`src/rtl/spectrum_pkg.sv`:
```
// Shared constants and capture FSM states for the spectrum datapath.
// Imported by the I2S capture front end and its helpers.
package spectrum_pkg;

  localparam int SAMPLE_BITS      = 16;
  localparam int BUFFER_ADDR_BITS = 8;
  localparam int RAM_ADDR_BITS    = BUFFER_ADDR_BITS + 1;
  localparam int OUT_BITS         = 8;

  typedef enum logic [1:0] {
    WAIT_LR,
    DELAY,
    SHIFT,
    WRITE
  } cap_state_e;

endpackage

```
`src/rtl/sync_edge_detect.sv`:
```
// Two-flop synchroniser for an asynchronous level.
// Emits a one-cycle strobe on its synchronised rising edge.
module sync_edge_detect (
  input  logic clk,
  input  logic rst,
  input  logic async_i,
  output logic rise_o
);

  logic meta;
  logic sync;
  logic prev;

  always_ff @(posedge clk) begin
    if (rst) begin
      meta <= 1'b0;
      sync <= 1'b0;
      prev <= 1'b0;
    end else begin
      meta <= async_i;
      sync <= meta;
      prev <= sync;
    end
  end

  assign rise_o = sync & ~prev;

endmodule

```
`src/rtl/i2s_capture_pingpong.sv`:
```
// Left-channel I2S capture into a ping-pong sample RAM.
// Swaps halves on each full frame and flags dropped frames.
module i2s_capture_pingpong
  import spectrum_pkg::*;
#(
  parameter int SAMPLE_BITS      = spectrum_pkg::SAMPLE_BITS,
  parameter int BUFFER_ADDR_BITS = spectrum_pkg::BUFFER_ADDR_BITS,
  parameter int OUT_BITS         = spectrum_pkg::OUT_BITS
) (
  input  logic                      clk,
  input  logic                      rst,
  input  logic                      enable_i,
  input  logic                      bclk_i,
  input  logic                      adclrck_i,
  input  logic                      adcdat_i,
  output logic                      ram_wr_en_o,
  output logic [BUFFER_ADDR_BITS:0] ram_wr_addr_o,
  output logic [OUT_BITS-1:0]       ram_wr_data_o,
  output logic                      rd_buf_sel_o,
  output logic                      frame_ready_o,
  input  logic                      frame_ack_i,
  output logic                      overrun_o,
  output logic [7:0]                overrun_cnt_o
);

  localparam int CW = $clog2(SAMPLE_BITS + 1);
  localparam logic [CW-1:0] FULL_CNT = CW'(SAMPLE_BITS);
  localparam logic [BUFFER_ADDR_BITS-1:0] LAST_IDX = '1;

  logic                        bclk_rise;
  logic [1:0]                  lr_ff;
  logic [1:0]                  dat_ff;
  logic                        lrck;
  logic                        dat;
  logic                        lr_prev;
  cap_state_e                  state;
  logic [SAMPLE_BITS-1:0]      shreg;
  logic [CW-1:0]               bitcnt;
  logic [BUFFER_ADDR_BITS-1:0] idx;

  sync_edge_detect u_bclk (
    .clk     (clk),
    .rst     (rst),
    .async_i (bclk_i),
    .rise_o  (bclk_rise)
  );

  always_ff @(posedge clk) begin
    if (rst) begin
      lr_ff  <= '0;
      dat_ff <= '0;
    end else begin
      lr_ff  <= {lr_ff[0], adclrck_i};
      dat_ff <= {dat_ff[0], adcdat_i};
    end
  end

  assign lrck = lr_ff[1];
  assign dat  = dat_ff[1];

  always_ff @(posedge clk) begin
    if (rst) begin
      state         <= WAIT_LR;
      lr_prev       <= 1'b0;
      shreg         <= '0;
      bitcnt        <= '0;
      idx           <= '0;
      ram_wr_en_o   <= 1'b0;
      ram_wr_addr_o <= '0;
      ram_wr_data_o <= '0;
      rd_buf_sel_o  <= 1'b0;
      frame_ready_o <= 1'b0;
      overrun_o     <= 1'b0;
      overrun_cnt_o <= '0;
    end else begin
      ram_wr_en_o <= 1'b0;
      overrun_o   <= 1'b0;
      if (bclk_rise)
        lr_prev <= lrck;
      if (frame_ack_i)
        frame_ready_o <= 1'b0;
      if (!enable_i) begin
        state  <= WAIT_LR;
        idx    <= '0;
        bitcnt <= '0;
      end else begin
        unique case (state)
          WAIT_LR: begin
            if (bclk_rise && !lrck && lr_prev)
              state <= DELAY;
          end
          DELAY: begin
            if (bclk_rise) begin
              shreg  <= {shreg[SAMPLE_BITS-2:0], dat};
              bitcnt <= CW'(1);
              state  <= SHIFT;
            end
          end
          SHIFT: begin
            if (bitcnt == FULL_CNT) begin
              state         <= WRITE;
              ram_wr_en_o   <= 1'b1;
              ram_wr_addr_o <= {~rd_buf_sel_o, idx};
              ram_wr_data_o <= shreg[SAMPLE_BITS-1 -: OUT_BITS];
            end else if (bclk_rise) begin
              // LR toggled early: truncated word is dropped
              if (lrck) begin
                state <= WAIT_LR;
              end else begin
                shreg  <= {shreg[SAMPLE_BITS-2:0], dat};
                bitcnt <= bitcnt + 1'b1;
              end
            end
          end
          WRITE: begin
            idx   <= idx + 1'b1;
            state <= WAIT_LR;
            if (idx == LAST_IDX) begin
              if (!frame_ready_o || frame_ack_i) begin
                rd_buf_sel_o  <= ~rd_buf_sel_o;
                frame_ready_o <= 1'b1;
              end else begin
                overrun_o <= 1'b1;
                if (overrun_cnt_o != 8'hFF)
                  overrun_cnt_o <= overrun_cnt_o + 1'b1;
              end
            end
          end
          default: state <= WAIT_LR;
        endcase
      end
    end
  end

endmodule

```
`config.mk`:
```
export PLATFORM = sky130hd
export DESIGN_NAME = i2s_capture_pingpong
export DESIGN_NICKNAME = d
export VERILOG_FILES = /design/src/rtl/spectrum_pkg.sv /design/src/rtl/sync_edge_detect.sv /design/src/rtl/i2s_capture_pingpong.sv
export SDC_FILE = /design/constraint.sdc
export NUM_CORES = 1
export LEC_CHECK = 0
export CAP_MARGIN = 15
export CORE_ASPECT_RATIO = 0.9
export CORE_UTILIZATION = 54
export CTS_CLUSTER_SIZE = 10
export DETAILED_ROUTE_END_ITERATION = 12
export GPL_TIMING_DRIVEN = 0
export PLACE_DENSITY = 0.78
export SETUP_SLACK_MARGIN = 0.3
export SLEW_MARGIN = 20
export SYNTH_ARGS = -nofsm -noshare
export SYNTH_HDL_FRONTEND = slang
export SYNTH_SLANG_ARGS = --single-unit
```
`constraint.sdc`:
```
create_clock -name clk -period 2.9 [get_ports clk]
set_input_delay 0.29 -clock clk [delete_from_list [all_inputs] [get_ports clk]]
set_output_delay 0.29 -clock clk [all_outputs]
set_load 0.01 [all_outputs]
```
==> metrics.txt <==
Max Clk Rate 426.4 MHz; TritonRoute pass-1 iters 4; CTS buffer count 9; met2 routed WL 2.625 mm; initial core utilization 56.47%; routed len/inst 13.43 um; H-tree Lvls 3; die height 69.87 um; grt total ovfl 0; iteration-0 DRC count of the detailed router 195; met3 WL post-DR 289 um; site row count 24; first-pass GRT wire length 9.397 mm; hold slack 448.6 ps; peak supply drop 0.5885 mV; P_leak 1.114 nW; GRT Util Overall 22.69%; count of cell types in the netlist 39; Seq cells post-synth 68; sequential element share of the synthesized area 49.25%; DRC 0; Max Cap Viol 0; Post-Synthesis Cells 304; CTS clock-pin slew for the worst setup and hold paths 70 ps; Slew Viols, Final 0; Max Used Layer met4; DR vias/cell 5.319; clock root buffer clkbuf_8; largest net degree at the start of global routing 12; Die W 77.41 um; worst path cell trace inv_1, ha_1, nor4bb_1, clkbuf_1, o31a_1, nor2_4, buf_2, mux2i_1; fraction of layout cells with a size suffix above 1 8.169%; WL met1 2.661 mm; initial antenna violation count 0; pre-CTS setup slack 476.5 ps; clk_skew 8.362 ps; Setup WS post-layout 555.0 ps; Final setup violation count 0; Worst Path Arrival 2620 ps; setup TNS 0 ps; post-cts resize count 0; Vias 2234; top_reg_cell synth dfxtp_1; CTS tree done; slowest stage delay, CP 430 ps; Buf/Inv on CP 3; Final min period 2345 ps; Ys Warns 0; number of global-route vias before repair 2042; period utilization 80.86%; antenna cell count 0; Final Hold Vio Count 0; wirelength, routed 5.639 mm; post-CTS setup buffers 0; Final Net Count 361; run status complete, no violations; Post-DRT Antenna Nets 0; Synth Area per Inst 9.092 sq um; Crit. End Element flop; Post-synth EDFFs 0; Synth Cell Area 0.002764 sq mm; DP HPWL 3.964 mm; placer congestion estimate 0.8250; HP Class reg -> reg; Worst setup SP type flop; worst skew pair latency 350 ps; reg-to-reg slack, setup 550 ps; hold buffers post-CTS 0; worst path required time 3170 ps; Sink Count 68; Layout Area Growth over Synthesis 24.13%; CORE AREA 0.004895 sq mm; unrepaired setup endpoints after global routing false; pwr dens 548.3 mW/mm^2; clk buf depth 2; Ports 36; Synthesized Nets 315; Slew headroom 64.31%; CP Class reg -> reg; Die ar. 0.005409 sq mm; delay-heaviest family, CP buffers and inverters; port buffer count 35; slowest cell on the critical path o31a_1; Least-Margin Pin Slew 535.4 ps; Async SR Flop Fraction 0%; crit path max fanout 10
[metal layers]
| metal | vias up | track usage [%] |
|---|---|---|
| met5 | - | 0 |
| met4 | 0 | 6.289 |
| met3 | 7 | 7.843 |
| met2 | 54 | 35.59 |
| met1 | 1030 | 29.65 |
| li1 | 1143 | - |
[per-stage QoR]
| stage | power [W] | util, % | std cells | area [sq um] |
|---|---|---|---|---|
| floorplan | 0.0009853 | - | 304 | 2764 |
| CTS | 0.001892 | 70.09 | 420 | 3431 |
| global placement | 0.001002 | 65.29 | 404 | 3196 |
| finish | 0.001881 | 70.09 | 420 | 3431 |
| global route | 0.001936 | 70.09 | 420 | 3431 |
| detailed placement | 0.001003 | 65.29 | 404 | 3196 |
[logic make-up after synthesis]
kind of cell             after synthesis  share of synthesized area, %
multiplexers                          17                         6.202
adder cells (fa/ha/maj)                4                         1.811
buffers and inverters                 21                         3.803
flip-flops                            68                         49.25
AO/OA/AOI/OAI                         55                         11.18
AND/OR/NAND/NOR                      133                         25.85
XOR/XNOR                               6                         1.901
[report_power, final]
part,internal (W),total [W],switching [W]
Sequential,0.000938,0.000940,0.00000206
Combinational,0.0000191,0.0000412,0.0000221
Clock,0.000552,0.000900,0.000349
Total,0.00151,0.00188,0.000373
[state kept, by name, summed over array words and instances, names as in the netlist, 2 cells and up]
register       cells
bitcnt             5
ram_wr_data_o      8
dat_ff             2
state              2
ram_wr_addr_o      9
lr_ff              2
overrun_cnt_o      8
shreg             16
idx                8
[layout by cell type, fill, tap and decap left out, types with 2 or more instances in the layout]
cell	synthesis	final
dfxtp_1	68	68
nand4_1	4	4
nor4bb_1	2	2
a21oi_1	33	33
nand2b_1	24	24
nor2b_1	10	10
o21a_1	3	3
ha_1	4	4
mux2i_1	16	16
or3_2	2	2
clkdlybuf4s50_1	0	35
clkbuf_8	0	12
or4_1	5	5
o21ai_0	9	9
buf_2	3	3
and3_1	2	2
or3_1	6	6
o31ai_1	5	5
clkinv_2	0	2
inv_1	5	5
nor4_1	2	2
xor2_1	2	2
xnor2_1	4	4
nand2_1	47	47
bufinv_16	0	2
nor2_1	12	12
nor3_1	2	2
buf_6	3	3
nand3_1	8	8
clkbuf_1	10	10
[final cells by class]
cell class | instances | area, sq um
Fill cell | 385 | 1464
Sequential cell | 68 | 1361
Multi-Input combinational cell | 215 | 1297
Inverter | 5 | 18.77
Buffer | 16 | 86.33
Clock inverter | 4 | 70.07
Clock buffer | 12 | 165.2
Tap cell | 65 | 81.33
Timing Repair Buffer | 35 | 350.3
[worst paths after layout]
kind | startpoint | end | depth (start not counted)
hold reg to reg | dat_ff[0] | dat_ff[1] | 1
setup reg to reg | bitcnt[0] | shreg[8] | 8
setup / recovery | bitcnt[0] | shreg[8] | 8
hold / removal | dat_ff[0] | dat_ff[1] | 1
[Yosys cell counts, types with 2 or more instances]
cell type,n,area [sq um]
inv_1,5,18.77
o21a_1,3,22.52
nand4_1,4,25.02
nand3_1,8,40.04
or3_1,6,37.54
or4_1,5,37.54
or3_2,2,15.01
ha_1,4,50.05
and3_1,2,12.51
nor2b_1,10,62.56
mux2i_1,16,160.2
nor4bb_1,2,20.02
buf_2,3,15.01
xor2_1,2,17.52
buf_6,3,33.78
xnor2_1,4,35.03
nor2_1,12,45.04
clkbuf_1,10,37.54
nor3_1,2,10.01
nand2_1,47,176.4
nand2b_1,24,150.1
nor4_1,2,12.51
o21ai_0,9,45.04
a21oi_1,33,165.2
o31ai_1,5,37.54
dfxtp_1,68,1361
[worst register-to-register path: stages (launching register included)]
cell and delay [ps]:
dfxtp_1 390, inv_1 80, ha_1 190, nor4bb_1 120, clkbuf_1 170, o31a_1 440
nor2_4 310, buf_2 360, mux2i_1 230
Note: power is estimated with default switching activity, not from simulation.
